$ cat config.mk
export PLATFORM = sky130hd
export DESIGN_NAME = exec_wb_unit
export DESIGN_NICKNAME = d
export VERILOG_FILES = /design/src/rtl/exec_wb_unit.sv
export SDC_FILE = /design/constraint.sdc
export NUM_CORES = 1
export LEC_CHECK = 0
export BUFFER_PORTS_ARGS = -buffer_cell sky130_fd_sc_hd__buf_2
export CAP_MARGIN = 20
export CORE_ASPECT_RATIO = 1.75
export CORE_MARGIN = 2
export CORE_UTILIZATION = 40
export CTS_CLUSTER_DIAMETER = 100
export CTS_CLUSTER_SIZE = 14
export DETAILED_ROUTE_END_ITERATION = 10
export PLACE_DENSITY = 0.67
export RECOVER_POWER = 25
export SYNTH_ARGS = -nofsm -noshare
export SYNTH_HDL_FRONTEND = slang
export SYNTH_SLANG_ARGS = --single-unit
$ cat constraint.sdc
create_clock -name Clk -period 4.49 [get_ports Clk]
set_clock_uncertainty 0.05 [all_clocks]
set_input_delay 0.2245 -clock Clk [delete_from_list [all_inputs] [get_ports Clk]]
set_output_delay 0.2245 -clock Clk [all_outputs]
set_load 0.005 [all_outputs]
$ cat src/rtl/exec_wb_unit.sv
// exec_wb_unit: multi-cycle execute/writeback engine for a 16-entry register file.
// A request is accepted in IDLE, its sources are read from the register file,
// the ALU (or an iterative shift-add multiplier) produces a result, and the result
// is presented for one writeback cycle together with zero/overflow flags.
//
// Ports:
//   Clk, Rst               clock and synchronous active-high reset
//   Start, OP              request and 4-bit opcode (sampled only in IDLE)
//   Rs_Addr/Rt_Addr/Rd_Addr  source A, source B and destination register numbers
//   R_Data_A/R_Data_B      register-file read data (combinational from R_Addr_A/B)
//   R_Addr_A/R_Addr_B      register-file read addresses
//   Write_Reg, W_Addr, W_Data  register-file write port (valid in WB only)
//   Busy                   high whenever an operation is in flight
//   Done, Err              one-cycle completion pulse and invalid-opcode flag
//   ZF, OF                 zero / signed-overflow flags of the last valid operation
module exec_wb_unit #(
    parameter int ADDR = 4,
    parameter int SIZE = 32
) (
    input  logic            Clk,
    input  logic            Rst,
    input  logic            Start,
    input  logic [3:0]      OP,
    input  logic [ADDR-1:0] Rs_Addr,
    input  logic [ADDR-1:0] Rt_Addr,
    input  logic [ADDR-1:0] Rd_Addr,
    input  logic [SIZE-1:0] R_Data_A,
    input  logic [SIZE-1:0] R_Data_B,
    output logic [ADDR-1:0] R_Addr_A,
    output logic [ADDR-1:0] R_Addr_B,
    output logic            Write_Reg,
    output logic [ADDR-1:0] W_Addr,
    output logic [SIZE-1:0] W_Data,
    output logic            Busy,
    output logic            Done,
    output logic            Err,
    output logic            ZF,
    output logic            OF
);

    typedef enum logic [1:0] {
        IDLE = 2'd0,
        READ = 2'd1,
        EXEC = 2'd2,
        WB   = 2'd3
    } state_t;

    localparam logic [3:0] OP_ADD = 4'b0000;
    localparam logic [3:0] OP_SUB = 4'b0001;
    localparam logic [3:0] OP_AND = 4'b0010;
    localparam logic [3:0] OP_OR  = 4'b0011;
    localparam logic [3:0] OP_XOR = 4'b0100;
    localparam logic [3:0] OP_NOR = 4'b0101;
    localparam logic [3:0] OP_SLT = 4'b0110;
    localparam logic [3:0] OP_SLL = 4'b0111;
    localparam logic [3:0] OP_MUL = 4'b1000;

    localparam logic [4:0] MUL_LAST = 5'd31;

    state_t          state_r;
    logic [3:0]      op_r;
    logic [ADDR-1:0] rd_r;
    logic [SIZE-1:0] op_a_r;
    logic [SIZE-1:0] op_b_r;
    logic [SIZE-1:0] acc_r;
    logic [4:0]      cnt_r;

    logic [SIZE-1:0] sum_s;
    logic [SIZE-1:0] diff_s;
    logic [SIZE-1:0] mul_next_s;
    logic [SIZE-1:0] alu_res_s;
    logic            alu_of_s;
    logic            op_valid_s;
    logic            mul_step_s;

    // Signed overflow of a + b: operands agree in sign, result does not.
    function automatic logic add_ovf(input logic a_msb, input logic b_msb, input logic r_msb);
        return (a_msb == b_msb) && (r_msb != a_msb);
    endfunction

    // Signed overflow of a - b: operands differ in sign, result sign differs from a.
    function automatic logic sub_ovf(input logic a_msb, input logic b_msb, input logic r_msb);
        return (a_msb != b_msb) && (r_msb != a_msb);
    endfunction

    // ALU result, flags, opcode validity and the next multiplier partial sum.
    always_comb begin
        sum_s      = op_a_r + op_b_r;
        diff_s     = op_a_r - op_b_r;
        // Multiplicand op_a_r shifts left, multiplier op_b_r shifts right each step.
        mul_next_s = acc_r + (op_b_r[0] ? op_a_r : {SIZE{1'b0}});
        mul_step_s = (op_r == OP_MUL) && (cnt_r != MUL_LAST);
        alu_res_s  = {SIZE{1'b0}};
        alu_of_s   = 1'b0;
        op_valid_s = 1'b1;
        case (op_r)
            OP_ADD: begin
                alu_res_s = sum_s;
                alu_of_s  = add_ovf(op_a_r[SIZE-1], op_b_r[SIZE-1], sum_s[SIZE-1]);
            end
            OP_SUB: begin
                alu_res_s = diff_s;
                alu_of_s  = sub_ovf(op_a_r[SIZE-1], op_b_r[SIZE-1], diff_s[SIZE-1]);
            end
            OP_AND:  alu_res_s = op_a_r & op_b_r;
            OP_OR:   alu_res_s = op_a_r | op_b_r;
            OP_XOR:  alu_res_s = op_a_r ^ op_b_r;
            OP_NOR:  alu_res_s = ~(op_a_r | op_b_r);
            OP_SLT:  alu_res_s = {{(SIZE-1){1'b0}}, ($signed(op_a_r) < $signed(op_b_r))};
            OP_SLL:  alu_res_s = op_b_r << op_a_r[4:0];
            // The final (32nd) shift-add step is folded into the writeback edge.
            OP_MUL:  alu_res_s = mul_next_s;
            default: op_valid_s = 1'b0;
        endcase
    end

    // Control FSM with registered datapath and outputs.
    always_ff @(posedge Clk) begin
        if (Rst) begin
            state_r   <= IDLE;
            op_r      <= 4'd0;
            rd_r      <= {ADDR{1'b0}};
            op_a_r    <= {SIZE{1'b0}};
            op_b_r    <= {SIZE{1'b0}};
            acc_r     <= {SIZE{1'b0}};
            cnt_r     <= 5'd0;
            R_Addr_A  <= {ADDR{1'b0}};
            R_Addr_B  <= {ADDR{1'b0}};
            Write_Reg <= 1'b0;
            W_Addr    <= {ADDR{1'b0}};
            W_Data    <= {SIZE{1'b0}};
            Busy      <= 1'b0;
            Done      <= 1'b0;
            Err       <= 1'b0;
            ZF        <= 1'b0;
            OF        <= 1'b0;
        end else begin
            case (state_r)
                IDLE: begin
                    if (Start) begin
                        op_r     <= OP;
                        rd_r     <= Rd_Addr;
                        R_Addr_A <= Rs_Addr;
                        R_Addr_B <= Rt_Addr;
                        Busy     <= 1'b1;
                        state_r  <= READ;
                    end
                end
                READ: begin
                    // Operands are snapshotted here, so Rd may alias Rs/Rt safely.
                    op_a_r  <= R_Data_A;
                    op_b_r  <= R_Data_B;
                    acc_r   <= {SIZE{1'b0}};
                    cnt_r   <= 5'd0;
                    state_r <= EXEC;
                end
                EXEC: begin
                    if (mul_step_s) begin
                        acc_r  <= mul_next_s;
                        op_a_r <= op_a_r << 1;
                        op_b_r <= op_b_r >> 1;
                        cnt_r  <= cnt_r + 5'd1;
                    end else begin
                        state_r   <= WB;
                        Done      <= 1'b1;
                        W_Addr    <= rd_r;
                        Write_Reg <= op_valid_s;
                        Err       <= ~op_valid_s;
                        // Invalid opcodes leave data and flags untouched.
                        if (op_valid_s) begin
                            W_Data <= alu_res_s;
                            ZF     <= (alu_res_s == {SIZE{1'b0}});
                            OF     <= alu_of_s;
                        end
                    end
                end
                WB: begin
                    Done      <= 1'b0;
                    Write_Reg <= 1'b0;
                    Err       <= 1'b0;
                    Busy      <= 1'b0;
                    state_r   <= IDLE;
                end
                default: begin
                    state_r <= IDLE;
                    Busy    <= 1'b0;
                end
            endcase
        end
    end

endmodule

==> summary.md <==
| Metric | Value |
|---|---|
| CTS buffer count | 17 |
| Ys async rst share | 0% |
| Cell with the most instances after synthesis | nor2_1 |
| Drt total wl | 74.38 mm |
| Worst EP required | 4.86 ns |
| Sw power | roughly 8.4 mW |
| Top layer in use | met4 |
| Worst vdd ir | 368.0 uV |
| Netlist Area Pre-Place | roughly 16000 sq um |
| Critical Path AT | approximately 4.7 ns |
| Startpoint types | flop |
| Reg2Reg Depth | 16 |
| # DRC | 0 |
| R2r setup slk | about 0.14 ns |
| Critical Path Fanout Max | 7 |
| # nets final | 2713 |
| Via density | between 6 and 7 |
| Worst r2r dst | ZF |
| Most used cell, CP | buf_4 |
| CTS Sinks | approximately 160 |
| Filler cells | around 4000 |
| Worst setup EP type | flop |
| Fin util | 49.40% |
| Wire length of the first global-routing pass | around 110 mm |
| CTS tree | done |
| Dpl ws | -0.2631 ns |
| GRT Overall Usage | between 30% and 40% |
| Row cnt | 97 |
| Leak | roughly 7.9 nW |
| Logic pwr share | between 70% and 80% |
| Total of warnings raised by yosys | 0 |
| Fin. Hold Viols | 0 |
| Design Power | around 16 mW |
| Starting density of the core | approximately two fifths |
| HPWL after detailed placement | approximately 59 mm |
| Crit path from | op_a_r[6] |
| Root buf cell | clkbuf_16 |
| Routed wl met2 | about 35 mm |
| Largest area contributor in the netlist | dfxtp_1 |
| Routed len/inst | between 20 and 25 um |
| Worst Hold Margin | between 0.01 and 0.015 ns |
| Met1 WL | around 30 mm |
| Gr ovfl total | 0 |
| Number of nets with antenna violations after routing | 0 |
| Yosys cell types | 94 |
| Worst slew margin | approximately 30% |
| Clock buffer depth | 2 |
| Power Internal | between 7 and 8 mW |
| CP peak stage delay | 0.54 ns |
| Sequential share of power | 14.0% |
| HP Class | in -> reg |
| Avg Inst Size Synth | approximately 7.2 sq um |
| CP endpoint | ZF |
| ANT cells | 0 |
| Highest clock rate | 229.7 MHz |
| Gate Count Post-Synth | between 2000 and 2500 |
| Slowest-stage cell, CP | or4b_1 |
| Clk Latency, worst-skew pair | 0.48 ns |
| DIE WIDTH | 156.5 um |
| Clock share of power | 10.2% |
| Fin. max-slew vios | 0 |
| Top post-synthesis cells by area | dfxtp_1 20%, ha_1 10%, a21oi_1 6.6% |
| Post-synth top cells | 274 x nor2_1, 241 x nand2_1, 215 x a21oi_1 |
| Register area share after synthesis | between 15 and 20% |
| Die height | between 200 and 300 um |
| Final setup violation count | 0 |
| Fin crit period | ~4.4 ns |
| Core area | around 40000 sq um |
| Area of the die | roughly 42000 sq um |
| Via count | ~19000 |
| Area Overhead vs Synth | 21.59% |
| Number of max-cap violations | 0 |
| H-tree levels | 4 |
| Worst slew pin tran | around 1.0 ns |
| Maximum number of pins on one net before global-route repair | between 60 and 70 |
| Fraction of layout cells with a size suffix above 1 | a little under a fifth |
| Worst-path cell chain | inv_1 -> ha_1 -> nor2b_1 -> o21ai_0 -> buf_4 -> nand2_1 -> or2_1 -> a21oi_4 -> mux2i_1 -> or4b_1 -> and4bb_1 -> nand4_1 -> nor4_4 -> buf_4 -> and4_1 -> a31o_1 |
| Clock transition at path regs | about 0.080 ns |
| Initial antenna violation count | 0 |
| Top cell type's share of synthesized area | between 10% and 20% |
| Status | finished clean |
| Main synth FF type | dfxtp_1 |
| DRT Pass-1 Iters | 7 |
| CP Class | reg -> reg |
| Cell area power density | 787.7 nW/um^2 |
| Sw Share | a little over half |
| Worst r2r src | op_a_r[6] |
| Final Cycle Share | a little over nine tenths |
| Number of synthesized flops with an enable pin | 0 |
| Synth Register Bits | about 160 |
| Gpl congestion | approximately 1.0 |
| Metal3 WL | between 4 and 5 mm |
| Final worst slack | approximately 0.14 ns |
| Port bufs | between 100 and 150 |
| Vias in the first global route | ~18000 |
| Syn Nets | about 2500 |
| Top Ports | roughly 130 |
| Starting DRT DRC Count | around 1900 |
==> routing by layer <==
metal,global-route usage [%],vias up
met4,18.73,0
met1,42.44,8934
met3,4.469,204
met2,57.78,925
met5,0,-
li1,-,8735
==> sequential cells by signal, summed over array words and instances, names as in the netlist, 2 cells and up <==
name,flops
R_Addr_A,4
R_Addr_B,4
W_Addr,4
W_Data,32
acc_r,32
cnt_r,5
op_a_r,32
op_b_r,32
op_r,4
rd_r,4
state_r,2
==> power groups by stage <==
stage / sequential [mW] / combinational [mW] / clock (mW)
3_5_place_dp: 2.21 / 11.2 / 0
6_report: 2.18 / 11.8 / 1.59
3_3_place_gp: 2.19 / 11.3 / 0
2_1_floorplan: 2.19 / 6.68 / 0
4_1_cts: 2.17 / 11.4 / 1.61
5_1_grt: 2.23 / 12.5 / 1.66
==> area by class of cell <==
| type | instances | area [sq um] | share of cell area (%) |
|---|---|---|---|
| inverters | 107 | 401.6 | 2.030 |
| multi-input cells | 1810 | 12110 | 61.22 |
| repair buffers | 397 | 2789 | 14.10 |
| well taps | 495 | 619.3 | 3.130 |
| clock inverters | 15 | 211.5 | 1.069 |
| flip-flops and latches | 161 | 3227 | 16.31 |
| clock buffers | 17 | 425.4 | 2.150 |
==> cell families (layout without fill, tap and decap cells) <==
group                    after synthesis  after routing  synth area share [%]
adder cells (fa/ha/maj)              136            136                 10.60
XOR/XNOR                              53             53                 2.853
buffers and inverters                285            536                 7.120
multiplexers                         111            111                 7.997
flip-flops                           161            161                 19.81
AND/OR/NAND/NOR                      805            805                 22.80
AO/OA/AOI/OAI                        705            705                 28.83
==> worst min-delay path by stage <==
stage | endpoint | slack [ns] | from | cells past startpoint
after floorplan | rd_r[0] | 0.31 | Rd_Addr[0] | 2
after global placement | R_Addr_A[1] | 0.39 | R_Addr_A[1] | 2
after global routing | op_a_r[24] | 0.04 | R_Data_A[24] | 3
after CTS | op_b_r[12] | 0.007 | R_Data_B[12] | 3
after detailed placement | R_Addr_A[3] | 0.40 | R_Addr_A[3] | 2
final | op_b_r[13] | 0.01 | R_Data_B[13] | 3
==> critical path, delay by kind of cell, from the launching register on <==
family | cells | cell delay [ns]
AND/OR/NAND/NOR | 8 | 2.17
flip-flops | 1 | 0.34
AO/OA/AOI/OAI | 3 | 0.66
adder cells (fa/ha/maj) | 1 | 0.51
buffers and inverters | 3 | 0.47
multiplexers | 1 | 0.10
==> what timing repair did <==
| action | in CTS | in global routing |
|---|---|---|
| pin swaps | 2 | 8 |
| gates resized for setup | 9 | 36 |
| setup endpoints to repair | 1 | 3 |
| setup buffers | 0 | 1 |
| endpoints found under the hold margin | 28 | 0 |
| hold buffers | 28 | 0 |
==> through the flow <==
step                        TNS, ns  cells  instance area (sq um)
after CTS                         0   3001                  19680
after global routing      -0.007072   3002                  19790
after floorplan                   0   2256                  16270
after detailed placement    -0.2631   2941                  18720
final                             0   3002                  19790
after global placement      -0.3172   2941                  18720
==> cells in the final DEF (no fill, tap or decap), drive strengths merged, types with 26 or more instances in the layout <==
cell type / count
a211oi: 92
a21oi: 217
a221oi: 29
a22oi: 36
a31oi: 26
buf: 342
clkbuf: 44
dfxtp: 161
dlygate4sd3: 28
ha: 133
inv: 111
mux2i: 88
nand2: 241
nand3: 63
nand4: 30
nor2: 274
nor3: 52
o21ai: 106
xnor2: 36
Power figures use the tool's default switching activity.
